--- src/rtl/mem_arb_pkg.sv ---
// mem_arb_pkg: shared definitions for the external SRAM arbiter.
//   - state_t    : four-phase SRAM access sequence (IDLE, SETUP, STROBE, HOLD)
//   - ADR_W_DEF / DAT_W_DEF : default SRAM address and data widths
//   - PORT0 / PORT1 / N_PORTS : requester indices
package mem_arb_pkg;

  typedef enum logic [1:0] {
    IDLE   = 2'd0,
    SETUP  = 2'd1,
    STROBE = 2'd2,
    HOLD   = 2'd3
  } state_t;

  localparam int ADR_W_DEF = 21;
  localparam int DAT_W_DEF = 8;

  localparam int   N_PORTS = 2;
  localparam logic PORT0   = 1'b0;  // program loader
  localparam logic PORT1   = 1'b1;  // CPU / DMA bus

endpackage

--- src/rtl/mem_arb_pick.sv ---
// mem_arb_pick: combinational winner selection for the SRAM arbiter.
// Ports:
//   last_grant  in   port granted most recently (round-robin build only)
//   req         in   request vector, bit i = port i
//   any_req     out  at least one port is requesting
//   winner      out  index of the port that gets the next access
// Build option MEM_ARB_ROUND_ROBIN_EN:
//   defined   - on a tie the port not granted last wins
//   undefined - port 0 always wins a tie
// With a single requester both builds pick that requester.
module mem_arb_pick
  import mem_arb_pkg::*;
(
`ifdef MEM_ARB_ROUND_ROBIN_EN
  input  logic               last_grant,
`endif
  input  logic [N_PORTS-1:0] req,
  output logic               any_req,
  output logic               winner
);

  assign any_req = |req;

  always_comb begin
    winner = PORT0;
    if (req[PORT0] && req[PORT1]) begin
`ifdef MEM_ARB_ROUND_ROBIN_EN
      winner = ~last_grant;
`else
      winner = PORT0;
`endif
    end else if (req[PORT1]) begin
      winner = PORT1;
    end
  end

endmodule

--- src/rtl/mem_arbiter.sv ---
// mem_arbiter: two-port arbiter and sequencer for a shared external SRAM.
// Every access runs IDLE -> SETUP -> STROBE -> HOLD; the winning port's
// request is latched in IDLE so later changes on its inputs do not disturb
// the access in flight.
// Ports:
//   clk, reset                  clock, asynchronous active-high reset
//   pN_req/adr/write/wdata      requester N access (req held until ack)
//   pN_ack                      one-cycle completion pulse (in HOLD)
//   pN_rdata                    read data, updated only on port N read ack
//   sram_adr/dout/drive         SRAM address, write data, data-pin enable
//   sram_we/sram_oe             active-high write/read strobes
//   sram_din                    data from SRAM
// Build option MEM_ARB_ROUND_ROBIN_EN selects round-robin tie breaking
// (last-grant register present); otherwise port 0 has fixed priority.
module mem_arbiter
  import mem_arb_pkg::*;
#(
  parameter int ADR_W = ADR_W_DEF,
  parameter int DAT_W = DAT_W_DEF
) (
  input  logic             clk,
  input  logic             reset,
  input  logic             p0_req,
  input  logic [ADR_W-1:0] p0_adr,
  input  logic             p0_write,
  input  logic [DAT_W-1:0] p0_wdata,
  output logic             p0_ack,
  output logic [DAT_W-1:0] p0_rdata,
  input  logic             p1_req,
  input  logic [ADR_W-1:0] p1_adr,
  input  logic             p1_write,
  input  logic [DAT_W-1:0] p1_wdata,
  output logic             p1_ack,
  output logic [DAT_W-1:0] p1_rdata,
  output logic [ADR_W-1:0] sram_adr,
  output logic [DAT_W-1:0] sram_dout,
  output logic             sram_drive,
  output logic             sram_we,
  output logic             sram_oe,
  input  logic [DAT_W-1:0] sram_din
);

  state_t           state_reg, state_next;
  logic             grant_reg, grant_next;
  logic             write_reg, write_next;
  logic [ADR_W-1:0] adr_reg, adr_next;
  logic [DAT_W-1:0] dout_reg, dout_next;
  logic             we_reg, we_next;
  logic             oe_reg, oe_next;
  logic             drive_reg, drive_next;

  logic [N_PORTS-1:0] req_vec;
  logic [N_PORTS-1:0] write_vec;
  logic [N_PORTS-1:0] ack_vec;
  logic [ADR_W-1:0]   adr_vec   [N_PORTS];
  logic [DAT_W-1:0]   wdata_vec [N_PORTS];
  logic [DAT_W-1:0]   rdata_vec [N_PORTS];

  logic any_req;
  logic winner;

  assign req_vec   = {p1_req, p0_req};
  assign write_vec = {p1_write, p0_write};
  assign adr_vec[PORT0]   = p0_adr;
  assign adr_vec[PORT1]   = p1_adr;
  assign wdata_vec[PORT0] = p0_wdata;
  assign wdata_vec[PORT1] = p1_wdata;

`ifdef MEM_ARB_ROUND_ROBIN_EN
  logic last_grant_reg;

  // Resets to port 1 so that port 0 wins the very first tie.
  always_ff @(posedge clk or posedge reset) begin
    if (reset) begin
      last_grant_reg <= PORT1;
    end else if (state_reg == IDLE && any_req) begin
      last_grant_reg <= winner;
    end
  end
`endif

  mem_arb_pick u_pick (
`ifdef MEM_ARB_ROUND_ROBIN_EN
    .last_grant (last_grant_reg),
`endif
    .req        (req_vec),
    .any_req    (any_req),
    .winner     (winner)
  );

  // State and SRAM-side registers. Async reset drops strobes and drive at
  // once, abandoning any access in flight.
  always_ff @(posedge clk or posedge reset) begin
    if (reset) begin
      state_reg <= IDLE;
      grant_reg <= PORT0;
      write_reg <= 1'b0;
      adr_reg   <= '0;
      dout_reg  <= '0;
      we_reg    <= 1'b0;
      oe_reg    <= 1'b0;
      drive_reg <= 1'b0;
    end else begin
      state_reg <= state_next;
      grant_reg <= grant_next;
      write_reg <= write_next;
      adr_reg   <= adr_next;
      dout_reg  <= dout_next;
      we_reg    <= we_next;
      oe_reg    <= oe_next;
      drive_reg <= drive_next;
    end
  end

  // Next-state and next-output logic. Outputs are registered, so each
  // value computed here appears during the following state.
  always_comb begin
    state_next = state_reg;
    grant_next = grant_reg;
    write_next = write_reg;
    adr_next   = adr_reg;
    dout_next  = dout_reg;
    we_next    = 1'b0;
    oe_next    = 1'b0;
    drive_next = drive_reg;
    unique case (state_reg)
      IDLE: begin
        drive_next = 1'b0;
        if (any_req) begin
          state_next = SETUP;
          grant_next = winner;
          write_next = write_vec[winner];
          adr_next   = adr_vec[winner];
          dout_next  = wdata_vec[winner];
          drive_next = write_vec[winner];
        end
      end
      SETUP: begin
        state_next = STROBE;
        we_next    = write_reg;
        oe_next    = ~write_reg;
      end
      STROBE: begin
        state_next = HOLD;
      end
      HOLD: begin
        state_next = IDLE;
        drive_next = 1'b0;
      end
      default: begin
        state_next = IDLE;
        drive_next = 1'b0;
      end
    endcase
  end

  // Per-port ack and read-data registers. The ack is raised on the edge
  // that ends STROBE, the same edge on which read data is sampled.
  for (genvar gi = 0; gi < N_PORTS; gi++) begin : g_port
    logic             ack_reg;
    logic             ack_next;
    logic [DAT_W-1:0] rdata_reg;

    assign ack_next = (state_reg == STROBE) && (grant_reg == 1'(gi));

    always_ff @(posedge clk or posedge reset) begin
      if (reset) begin
        ack_reg   <= 1'b0;
        rdata_reg <= '0;
      end else begin
        ack_reg <= ack_next;
        if (ack_next && !write_reg) begin
          rdata_reg <= sram_din;
        end
      end
    end

    assign ack_vec[gi]   = ack_reg;
    assign rdata_vec[gi] = rdata_reg;
  end

  assign p0_ack     = ack_vec[PORT0];
  assign p1_ack     = ack_vec[PORT1];
  assign p0_rdata   = rdata_vec[PORT0];
  assign p1_rdata   = rdata_vec[PORT1];
  assign sram_adr   = adr_reg;
  assign sram_dout  = dout_reg;
  assign sram_drive = drive_reg;
  assign sram_we    = we_reg;
  assign sram_oe    = oe_reg;

endmodule
--- config.mk ---
export PLATFORM = sky130hd
export DESIGN_NAME = mem_arbiter
export DESIGN_NICKNAME = d
export VERILOG_FILES = /design/src/rtl/mem_arb_pkg.sv /design/src/rtl/mem_arb_pick.sv /design/src/rtl/mem_arbiter.sv
export SDC_FILE = /design/constraint.sdc
export NUM_CORES = 1
export LEC_CHECK = 0
export ABC_CLOCK_PERIOD_IN_PS = 4000
export CORE_ASPECT_RATIO = 1.25
export CORE_MARGIN = 8
export CORE_UTILIZATION = 43
export DETAILED_ROUTE_END_ITERATION = 12
export GPL_ROUTABILITY_DRIVEN = 0
export PLACE_DENSITY = 0.88
export SLEW_MARGIN = 40
export SYNTH_ARGS = -nofsm -noshare
export SYNTH_HDL_FRONTEND = slang
export SYNTH_HIERARCHICAL = 1
export SYNTH_SLANG_ARGS = --single-unit
--- constraint.sdc ---
create_clock -name clk -period 4 [get_ports clk]
set_input_delay 0.8 -clock clk [delete_from_list [all_inputs] [get_ports clk]]
set_output_delay 0.8 -clock clk [all_outputs]
set_load 0.05 [all_outputs]
### After elaboration in Yosys (flattened, before gate mapping)

Cells that the tools add are included.

| storage, ports and cells | value |
|---|---|
| register bits | 54 |
| input port bits | 72 |
| output and inout port bits | 50 |
| word-level logic and storage cells | 47 |

| cells by class | value |
|---|---|
| $lt $le $gt $ge | 2 |
| eq/ne operators | 4 |
| multiplexer cells | 16 |
| bitwise gates (word level) | 3 |
| reductions and logical operators | 10 |

Operator list:

| cell | number |
|---|---|
| $mux W21 | 3 |
| $mux W8 | 3 |
| $pmux W2 S4 | 1 |
| $mux W1 | 7 |
| $logic_and A1 B1 Y1 | 5 |
| $eq A2 B2 Y1 const B | 2 |
| $eq A2 B1 Y1 const B | 1 |
| $ge A2 B2 Y1 const B | 1 |
| $logic_not A2 Y1 | 1 |
| $lt A1 B2 Y1 const B | 1 |
| $mux W2 | 1 |
| $ne A2 B2 Y1 const B | 1 |
| $not A1 Y1 | 2 |
| $not A1 Y2 | 1 |
| $pmux W1 S2 | 1 |
| $reduce_and A2 Y1 | 1 |
| $reduce_bool A2 Y1 | 1 |
| $reduce_or A2 Y1 | 1 |
| $logic_not A1 Y1 | 1 |

### Logic depth before layout (Yosys ltp)

| depth | value |
|---|---|
| word-level depth | 6 |
| mapped depth | 7 |
| gate-level depth less buffers | 4 |

### Modules after synthesis

The synthesis kept the hierarchy.

Modules (own cells, without submodules):

| module | times used | cells each | area an instance (um2) | sequential area each (um2) |
|---|---|---|---|---|
| mem_arbiter | 1 | 197 | 2,376.0 | 1,351.3 |
| mem_arb_pick | 1 | 2 | 12.5 | 0.0 |

### Worst setup path before layout

OpenSTA, ideal clock, no wires.

| timing path | value |
|---|---|
| kind | input port to flip-flop |
| start | input p1_req |
| end | register grant_reg |
| library setup time | 0.125 ns |
| arrival time | 1.585 ns |
| data required time | 3.875 ns |
| path slack | 2.290 ns |
| stages on the path | 4 |
| buffers on the path | 1 |
| path through | or2_1 > and2_1 > clkbuf_1 > mux2_2 |

| between the ends | value |
|---|---|
| cells in the longest elaborated chain, start to end | 2 |
| elaborated cells between the ends (all ways) | 5 |
| classes of those cells | mux (2); reduce/logical (3) |

Ends and longest elaborated chain:

| element | line | RTL |
|---|---|---|
| start: declaration | mem_arbiter.sv:29 | `input logic p1_req,` |
| $mux W1, or another cell as far along | mem_arb_pick.sv:32 | `end else if (req[PORT1]) begin` |
| $mux W1 or $reduce_and A2 Y1 (tied branches) | - |  |
| end signal: assignment | mem_arbiter.sv:105 | `grant_reg <= grant_next;` |
| end: declaration | mem_arbiter.sv:44 | `logic grant_reg, grant_next;` |

Several ways; a longest one is shown, not always the timed one.
A chain may end at the register's enable or synchronous reset.

### Worst setup path after layout

| timing path | value |
|---|---|
| start | input p0_req |
| end | register adr_reg[16] (netlist: sram_adr[16]) |

| between the ends | value |
|---|---|
| elaborated cells between the ends (all ways) | 8 |
| classes of those cells | mux (4); bitwise (1); reduce/logical (3) |

RTL lines:

| element | line | RTL |
|---|---|---|
| start: declaration | mem_arbiter.sv:23 | `input logic p0_req,` |
| $reduce_or A2 Y1 | mem_arb_pick.sv:22 | `assign any_req = \|req;` |
| net any_req | mem_arbiter.sv:59 | `logic any_req;` |
| $reduce_and A2 Y1 (no source line) | - |  |
| end signal: assignment | mem_arbiter.sv:107 | `adr_reg <= adr_next;` |
| end: declaration | mem_arbiter.sv:46 | `logic [ADR_W-1:0] adr_reg, adr_next;` |

The timed path passes the listed nets, and every way through them passes these cells. The select of a mux whose other input is x is not followed.

==> impl_metrics.ini <==
[yosys]
ys_seq_area_share_pct = 56.6
netlist_instances = 199
ys_seq_elements = 54
yosysWarningCount = 6
synth_nets = 275
avgSynthCellArea_sq_um = 12.0
syn_area_sq_um = 2390
ys_types = 18

[place]
dp_hpwl_mm = 5.30
port_buffers = 121
dp_cells = 373

[sta]
clock_skew_ns = 0.00555
fin_crit_ns = 2.53
drv_slew = 0
relSlewSlack_pct = 54.4
rsz0062_at_grt = false
max_clock_freq_mhz = 396
finalHoldViolCount = 0
setup_viol = 0
tightestPinTransition_ns = 0.682
fin_setup_tns_ns = 0
fin_crit_sh_pct = 63.2

[detailed_routing]
viasPerCell = 5.14
avgRoutedWirePerCell_microns = 18.0
final_antenna_net_count = 0
drt_iter0_drc = 105
drc_errors = 0
dr.pass1.iters = 4
dr_total_vias = 1948
wirelength_mm = 6.83

[finish]
layout_common_cells = 121 x clkdlybuf4s50_1, 60 x a21oi_1, 54 x dfrtp_1, 30 x mux2i_1, 18 x mux2_2
nFillCells = 419
layout_commonest_cell = clkdlybuf4s50_1
nets = 392
final_cells = 379
regArea_sq_um = 1350
largest_register_ffs = 21
antenna_cells = 0
multi_input_area_sq_um = 963
area_growth_pct = 56.4
final_layout_size_suffix_gt1_share_pct = 10.2

[die]
rows = 30
dieArea_sq_um = 8210
die-width_microns = 82.7
core_area_sq_um = 5410
ioPinCount = 122
die_h_microns = 99.3
initial_core_util_pct = 44.2

[setup_path]
critical_path_peak_fanout = 33
reg2reg_from = state_reg[0]
cp-end-kind = flip-flop
cp.arrival_ns = 2.70
r2r_slack_ns = 2.26
crit_type = input port to flip-flop
cp.required_ns = 4.18
cp-start-kind = input port
r2r_cells = 4
r2r_end = p0_rdata[5]

[clock_tree]
cts_made_buffers = 5
tritoncts = yes
cts_hold_buf = 0
h-tree-depth = 2
postCtsSetupBuffers = 0
cts_buffer_depth = 2
cts_resized = 0
insertion_delay_ns = 0.30
clkSinkCount = 54
cts-root-buf = clkbuf_8
clk_pin_slew_worst_paths_ns = 0.09

[min_path]
hold_path_end = sram_drive
worstHoldPathCells = 2
hold_class = flip-flop to flip-flop
min_from = sram_drive

[grt]
grt_pass1_vias = 2149
grt_max_degree = 55
overflow = 0
grtUsageTotal_pct = 16.5
antenna_found_initial = 0
grt_pass1_wl_mm = 10.7

[status]
status = complete, no violations

[flow_run]
maxCapViolCount = 0

[pwr]
p_per_area_nw_per_um2 = 879
peakVddDrop_mv = 0.409
p_leak_nw = 1.53
## through the flow
step / util [%] / total power, W / setup slack (ns) / instance area [sq um] / hold WS (ns)
global placement: 67.5 / 0.00296 / 1.25 / 3650 / 0.487
finish: 69.1 / 0.00329 / 1.47 / 3740 / 0.505
detailed placement: 67.6 / 0.00302 / 1.17 / 3650 / 0.494
CTS: 69.1 / 0.00331 / 1.48 / 3740 / 0.514
global route: 69.1 / 0.00345 / 1.37 / 3740 / 0.543
floorplan: - / 0.00229 / 1.89 / 2390 / 0.499
## layout make-up
type | instances | share of cell area (%)
Timing Repair Buffer | 125 | 33.2
Clock buffer | 6 | 2.21
Sequential cell | 54 | 36.2
Tap cell | 64 | 2.14
Inverter | 4 | 0.469
Multi-Input combinational cell | 126 | 25.8
## worst max-delay path, stage by stage
cell,delay (ns)
clkdlybuf4s50_1,0.51
or2_1,0.12
buf_4,0.31
and2_1,0.52
buf_4,0.32
a21oi_1,0.10
## cells in the mapped netlist
library cell  count  share of area, %
inv_1             4              0.63
a21oi_1          60                13
or2_1             1              0.26
clkbuf_1          7               1.1
and2_1            3              0.79
a31oi_1           1              0.26
ha_1              4               2.1
mux2_2           18               8.5
nand3b_2          1              0.47
o41ai_1           1              0.37
nand2_1           1              0.16
mux2i_1          30                13
nand2b_1          1              0.26
buf_2             8               1.7
dfrtp_1          54                57
nor3b_4           1              0.79
nor2b_1           3              0.79
nor2_1            1              0.16
## routing by layer
layer / vias up / global-route usage [%] / share of wire, %
met3: 4 / 6.05 / 9.6
met4: 0 / 4.53 / 0.81
met1: 921 / 19.5 / 41
met2: 90 / 27.2 / 49
met5: - / 0 / 0
li1: 933 / - / -
## kinds of logic after synthesis
family          share of synthesized area, %
compound gates                          13.2
flops                                   56.6
mux                                     21.1
buf+inv                                 3.41
simple gates                            3.67
fa+ha+maj                               2.10
## power breakdown
group / leakage (nW) / internal, W / switching [W]
sequential: 0.619 / 0.000815 / 0.000155
combinational: 0.871 / 0.000712 / 0.00131
clock: 0.0431 / 0.000134 / 0.000161
total: 1.53 / 0.00166 / 0.00162
## worst max-delay path by stage
| stage | endpoint | cells past startpoint | slack (ns) | startpoint |
|---|---|---|---|---|
| floorplan | grant_reg | 1 | 1.89 | reset |
| global placement | sram_adr[17] | 6 | 1.25 | p0_req |
| detailed placement | sram_adr[16] | 6 | 1.17 | p0_req |
| CTS | sram_adr[16] | 6 | 1.48 | p0_req |
| global route | sram_adr[19] | 6 | 1.37 | p0_req |
| finish | sram_adr[16] | 6 | 1.47 | p0_req |
(Power assumes the default switching activity.)
